**src/rtl/int_sched_pkg.sv**
```systemverilog
// Shared encodings for the interrupt scheduler: FSM states, register map, id helpers.
package int_sched_pkg;

    typedef enum logic [1:0] {
        IDLE    = 2'd0,
        REQ     = 2'd1,
        SERVICE = 2'd2
    } sched_state_t;

    localparam logic [1:0] REG_MASK    = 2'd0;
    localparam logic [1:0] REG_PENDING = 2'd1;
    localparam logic [1:0] REG_STATUS  = 2'd2;
    localparam logic [1:0] REG_SWTRIG  = 2'd3;

    localparam int unsigned IRQ_ID_NONE = 0;

    // Returns lowest set index + 1, or 0 when nothing is set.
    function automatic logic [5:0] lowest_id(input logic [31:0] v);
        lowest_id = '0;
        for (int unsigned i = 32; i > 0; i--) begin
            if (v[i-1]) lowest_id = 6'(i);
        end
    endfunction

endpackage

```
**src/rtl/int_pending_bank.sv**
```systemverilog
// Rising-edge detector and pending latch for every interrupt source.
module int_pending_bank
    import int_sched_pkg::*;
#(
    parameter int unsigned NUM_SRC = 10
) (
    input  logic               clk,
    input  logic               reset,
    input  logic [NUM_SRC-1:0] int_src,
    input  logic [NUM_SRC-1:0] set_bits,
    input  logic [NUM_SRC-1:0] clr_bits,
    output logic [NUM_SRC-1:0] pending
);

    logic [NUM_SRC-1:0] prev_src;
    logic [NUM_SRC-1:0] src_edge;

    assign src_edge = int_src & ~prev_src;

    // Loading prev_src during reset hides lines already high at release.
    always_ff @(posedge clk) begin
        prev_src <= int_src;
        if (!reset) begin
            pending <= '0;
        end else begin
            pending <= (pending & ~clr_bits) | src_edge | set_bits;
        end
    end

endmodule

```
**src/rtl/int_scheduler.sv**
```systemverilog
// Fixed-priority interrupt scheduler with request/ack/EOI handshake and register port.
module int_scheduler
    import int_sched_pkg::*;
#(
    parameter int unsigned NUM_SRC = 10,
    parameter int unsigned ID_W    = 8
) (
    input  logic               clk,
    input  logic               reset,
    input  logic [NUM_SRC-1:0] int_src,
    input  logic               int_disable,
    output logic               irq_req,
    output logic [ID_W-1:0]    irq_id,
    input  logic               irq_ack,
    input  logic               irq_eoi,
    input  logic [1:0]         reg_addr,
    input  logic               reg_we,
    input  logic               reg_re,
    input  logic [31:0]        reg_wdata,
    output logic [31:0]        reg_rdata
);

    sched_state_t       state, state_nxt;
    logic               req_nxt;
    logic [ID_W-1:0]    id_nxt;
    logic [NUM_SRC-1:0] mask;
    logic [NUM_SRC-1:0] pending;
    logic [NUM_SRC-1:0] w1c_bits;
    logic [NUM_SRC-1:0] sw_bits;
    logic [NUM_SRC-1:0] ack_clr;
    logic [NUM_SRC-1:0] cand;
    logic               arb_hit;
    logic [ID_W-1:0]    arb_id;
    logic [31:0]        status;
    logic [31:0]        rdata_nxt;

    if (NUM_SRC < 32) begin : g_wdata_hi
        logic unused_wdata_hi;
        assign unused_wdata_hi = ^reg_wdata[31:NUM_SRC];
    end

    assign cand    = pending & mask;
    assign arb_hit = !int_disable && (|cand);
    assign arb_id  = ID_W'(lowest_id(32'(cand)));

    assign w1c_bits = (reg_we && reg_addr == REG_PENDING) ? reg_wdata[NUM_SRC-1:0] : '0;
    assign sw_bits  = (reg_we && reg_addr == REG_SWTRIG)  ? reg_wdata[NUM_SRC-1:0] : '0;

    always_comb begin
        ack_clr = '0;
        if (state == REQ && irq_ack) begin
            for (int unsigned i = 0; i < NUM_SRC; i++) begin
                if (irq_id == ID_W'(i + 1)) ack_clr[i] = 1'b1;
            end
        end
    end

    int_pending_bank #(
        .NUM_SRC (NUM_SRC)
    ) u_pending (
        .clk      (clk),
        .reset    (reset),
        .int_src  (int_src),
        .set_bits (sw_bits),
        .clr_bits (w1c_bits | ack_clr),
        .pending  (pending)
    );

    always_ff @(posedge clk) begin
        if (!reset) begin
            mask <= '1;
        end else if (reg_we && reg_addr == REG_MASK) begin
            mask <= reg_wdata[NUM_SRC-1:0];
        end
    end

    always_ff @(posedge clk) begin
        if (!reset) begin
            state   <= IDLE;
            irq_req <= 1'b0;
            irq_id  <= ID_W'(IRQ_ID_NONE);
        end else begin
            state   <= state_nxt;
            irq_req <= req_nxt;
            irq_id  <= id_nxt;
        end
    end

    always_comb begin
        state_nxt = state;
        case (state)
            IDLE:    if (arb_hit) state_nxt = REQ;
            REQ: begin
                if (irq_ack)          state_nxt = SERVICE;
                else if (int_disable) state_nxt = IDLE;
            end
            SERVICE: if (irq_eoi) state_nxt = IDLE;
            default: state_nxt = IDLE;
        endcase
    end

    // Ack takes precedence over int_disable; masking in REQ does not withdraw.
    always_comb begin
        req_nxt = irq_req;
        id_nxt  = irq_id;
        case (state)
            IDLE: begin
                if (arb_hit) begin
                    req_nxt = 1'b1;
                    id_nxt  = arb_id;
                end
            end
            REQ: begin
                if (irq_ack) begin
                    req_nxt = 1'b0;
                end else if (int_disable) begin
                    req_nxt = 1'b0;
                    id_nxt  = ID_W'(IRQ_ID_NONE);
                end
            end
            SERVICE: if (irq_eoi) id_nxt = ID_W'(IRQ_ID_NONE);
            default: begin
                req_nxt = 1'b0;
                id_nxt  = ID_W'(IRQ_ID_NONE);
            end
        endcase
    end

    assign status = {16'h0000, 8'(irq_id), 6'b000000, state};

    always_comb begin
        case (reg_addr)
            REG_MASK:    rdata_nxt = 32'(mask);
            REG_PENDING: rdata_nxt = 32'(pending);
            REG_STATUS:  rdata_nxt = status;
            default:     rdata_nxt = '0;
        endcase
    end

    always_ff @(posedge clk) begin
        if (!reset) begin
            reg_rdata <= '0;
        end else if (reg_re) begin
            reg_rdata <= rdata_nxt;
        end
    end

endmodule
```
**config.mk**
```make
export PLATFORM = sky130hd
export DESIGN_NAME = int_scheduler
export DESIGN_NICKNAME = d
export VERILOG_FILES = /design/src/rtl/int_sched_pkg.sv /design/src/rtl/int_pending_bank.sv /design/src/rtl/int_scheduler.sv
export SDC_FILE = /design/constraint.sdc
export NUM_CORES = 1
export LEC_CHECK = 0
export CORE_ASPECT_RATIO = 1.1
export CORE_MARGIN = 10
export CORE_UTILIZATION = 35
export CTS_BUF_LIST = sky130_fd_sc_hd__clkbuf_4
export DETAILED_ROUTE_END_ITERATION = 12
export HOLD_SLACK_MARGIN = 0.06
export PLACE_DENSITY = 0.71
export SLEW_MARGIN = 10
export SYNTH_ARGS = -nofsm -noshare
export SYNTH_HDL_FRONTEND = slang
export SYNTH_HIERARCHICAL = 1
export SYNTH_SLANG_ARGS = --single-unit
```
**constraint.sdc**
```tcl
create_clock -name clk -period 3.72 [get_ports clk]
set_clock_uncertainty 0.2 [all_clocks]
set_input_delay 0.558 -clock clk [delete_from_list [all_inputs] [get_ports clk]]
set_output_delay 0.558 -clock clk [all_outputs]
set_load 0.02 [all_outputs]
```
==> results.sh <==
export IMPL_status="finished clean"
export IMPL_grt_pass1_vias=2029
export IMPL_cts_root_buffer="clkbuf_4"
export IMPL_cts_buffer_depth=2
export IMPL_max_stage_delay_ns=0.69
export IMPL_cts_tree="done"
export IMPL_layout_drive_gt1_share_pct=4.33
export IMPL_antenna_cells=0
export IMPL_place_inst=401
export IMPL_cts_resized=0
export IMPL_min_delay_path_depth=2
export IMPL_dp_hpwl_um=4660
export IMPL_numPortBuffers=45
export IMPL_wl_per_cell_um=14.5
export IMPL_worstPathArrival_ns=1.67
export IMPL_slew_headroom_pct=52.2
export IMPL_finalCritPeriodShare_pct=65.2
export IMPL_cp_slowest_cell="clkdlybuf4s50_1"
export IMPL_crit_chain="clkdlybuf4s50_1"
export IMPL_min_from="reg_rdata[10]$_SDFFE_PN0P_"
export IMPL_r2r_cells=6
export IMPL_rrSetupSlack_ns=1.79
export IMPL_cp_max_fo=10
export IMPL_required_ns=2.96
export IMPL_syn_inst=284
export IMPL_yosysWarnings=6
export IMPL_post_synth_top_area_fraction_pct=39.6
export IMPL_p_leak_nw=1.23
export IMPL_worstSetupPathType="reg -> out"
export IMPL_p_per_area_mw_per_mm2=382
export IMPL_ys_ff_latch=49
export IMPL_crit_buf_inv=1
export IMPL_hold_viol=0
export IMPL_netlist_area_mm2=0.00248
export IMPL_grt_pass1_wl_um=9580
export IMPL_tightest_slew_ns=0.714
export IMPL_yosysSeqAreaShare_pct=39.6
export IMPL_setup_violations=0
export IMPL_drv_slew=0
export IMPL_die_y_um=108
export IMPL_hold_slack_ns=0.282
export IMPL_r2r_start="state[0]$_SDFFE_PN0P_"
export IMPL_clkTransAtPathRegs_ns=0.14
export IMPL_ant_nets=0
export IMPL_ctsHoldBuffers=0
export IMPL_finalWirelength_um=5920
export IMPL_postLayoutCellArea_mm2=0.00296
export IMPL_vias_per_cell=4.84
export IMPL_async_reset_ff_share_pct=0
export IMPL_synth_commonest_cells="dfxtp_1, nand2_1, buf_4, nor2b_1, and2_1"
export IMPL_fin_tns_setup_ns=0
export IMPL_max_freq_ghz=0.413
export IMPL_syn_avg_cell_area_um2=8.73
export IMPL_drc=0
export IMPL_drt_pass1_iterations=5
export IMPL_synthTopCellsByArea="dfxtp_1, buf_4, nand2_1"
export IMPL_postCtsSetupBuffers=0
export IMPL_yosysTopAreaCell="dfxtp_1"
export IMPL_post_route_util_pct=42.5
export IMPL_worstSkewPairLatency_ns=0.36
export IMPL_drtIter0Drc=69
export IMPL_design_portCount=92
export IMPL_gr_total_overflow=0
export IMPL_final_nets=374
export IMPL_gp_congestion=0.833
export IMPL_area_growth_pct=19.4
export IMPL_rsz0062_at_grt="no"
export IMPL_h_tree_depth=2
export IMPL_cts_buffers=5
export IMPL_grt_use_total_pct=10.7
export IMPL_critPathTopFamily="buffers and inverters"
export IMPL_start_util_pct=35.6
export IMPL_hp_class="reg -> reg"
export IMPL_ys_types=44
export IMPL_worstSetupStartpointType="flip-flop"
export IMPL_die_w_um=100
export IMPL_timing_rr_end="u_pending/pending[5]$_SDFF_PN0_"
export IMPL_min_to="reg_rdata[10]$_SDFFE_PN0P_"
export IMPL_fin_crit_ns=2.42
export IMPL_synth_most_common_cell="dfxtp_1"
export IMPL_peakVddDrop_uv=159
export IMPL_crit_path_end_kind="output pin"
export IMPL_antenna_found_initial=0
export IMPL_fp_dieArea_mm2=0.0109
export IMPL_fin_cells=408
export IMPL_core_area_mm2=0.00697
export IMPL_rows=32
export IMPL_num_vias=1974
export IMPL_max_cap_violations=0
export IMPL_cts_sinks=49
export IMPL_synth_ff_type="dfxtp_1"
export IMPL_grt_max_degree=24
export IMPL_place_area_mm2=0.00289
export IMPL_synth_edff_count=0
==> per-stage QoR <==
| stage | setup WS, ns | total power [mW] |
|---|---|---|
| 4_1_cts | 1.28 | 1.14 |
| 6_report | 1.30 | 1.13 |
| 2_1_floorplan | 1.88 | 0.767 |
| 5_1_grt | 1.22 | 1.19 |
| 3_5_place_dp | 1.08 | 0.836 |
| 3_3_place_gp | 1.11 | 0.830 |
==> cells by family after synthesis <==
group / Yosys count / share of synthesized area (%)
AND/OR/NAND/NOR: 123 / 26.5
AO/OA/AOI/OAI: 53 / 17.2
multiplexers: 14 / 5.65
flip-flops: 49 / 39.6
other: 1 / 0.151
buffers and inverters: 44 / 11.0
==> sequential cells by signal, indices dropped and copies added (netlist names) <==
register,count
u_pending/pending,10
u_pending/prev_src,10
irq_req,1
state,2
reg_rdata,12
irq_id,4
mask,10
==> tightest hold or removal path, stage by stage, from the launching register on <==
cell,delay (ns)
dfxtp_1,0.34
nand2b_1,0.06
a21boi_1,0.05
==> placed cells by master, fill, tap and decap left out, types with 2 or more instances in the layout <==
cell,n
nor2_1,6
o31ai_1,3
nand2b_1,5
dfxtp_1,49
nor2b_1,25
o211a_1,4
buf_4,2
and3_1,2
nand3b_1,2
a22o_1,8
o21ai_0,2
mux2i_1,14
and2_1,17
clkbuf_4,5
nand2_1,42
o31a_1,10
o211ai_1,5
conb_1,24
inv_1,6
o22ai_1,6
a21boi_1,2
clkdlybuf4s50_1,45
nand3_1,15
o21ai_1,3
a22oi_1,2
==> layout make-up <==
class / instances / area (um^2)
fillers: 724 / 4010
multi-input cells: 214 / 1310
flip-flops and latches: 49 / 981
repair buffers: 47 / 465
well taps: 85 / 106
clock buffers: 5 / 37.5
clock inverters: 2 / 35.0
inverters: 6 / 22.5
==> layer usage <==
metal	GRT usage, %	vias to the layer above	routed length, um	part of all wire, %
li1	-	1015	-	-
met3	3.77	12	433	7.3
met5	0	-	0	0
met4	4.44	0	108	1.8
met2	18.8	54	2930	50
met1	11.5	893	2450	41
==> worst max-delay path by stage <==
stage               cells after the start                         endpoint                   start
finish                                  1                        irq_id[3]  irq_id[3]$_SDFFE_PN0P_
global route                            1                        irq_id[3]  irq_id[3]$_SDFFE_PN0P_
CTS                                     1                        irq_id[2]  irq_id[2]$_SDFFE_PN0P_
detailed placement                      8  u_pending/pending[0]$_SDFF_PN0_             reg_addr[0]
global placement                        7  u_pending/pending[3]$_SDFF_PN0_             reg_addr[0]
floorplan                               5  u_pending/pending[1]$_SDFF_PN0_             reg_addr[1]
==> power breakdown <==
part	internal, mW	switching (mW)
Sequential	0.558	0.0378
Clock	0.137	0.168
Combinational	0.112	0.117
Total	0.807	0.322
Note: power is estimated with default switching activity, not from simulation.
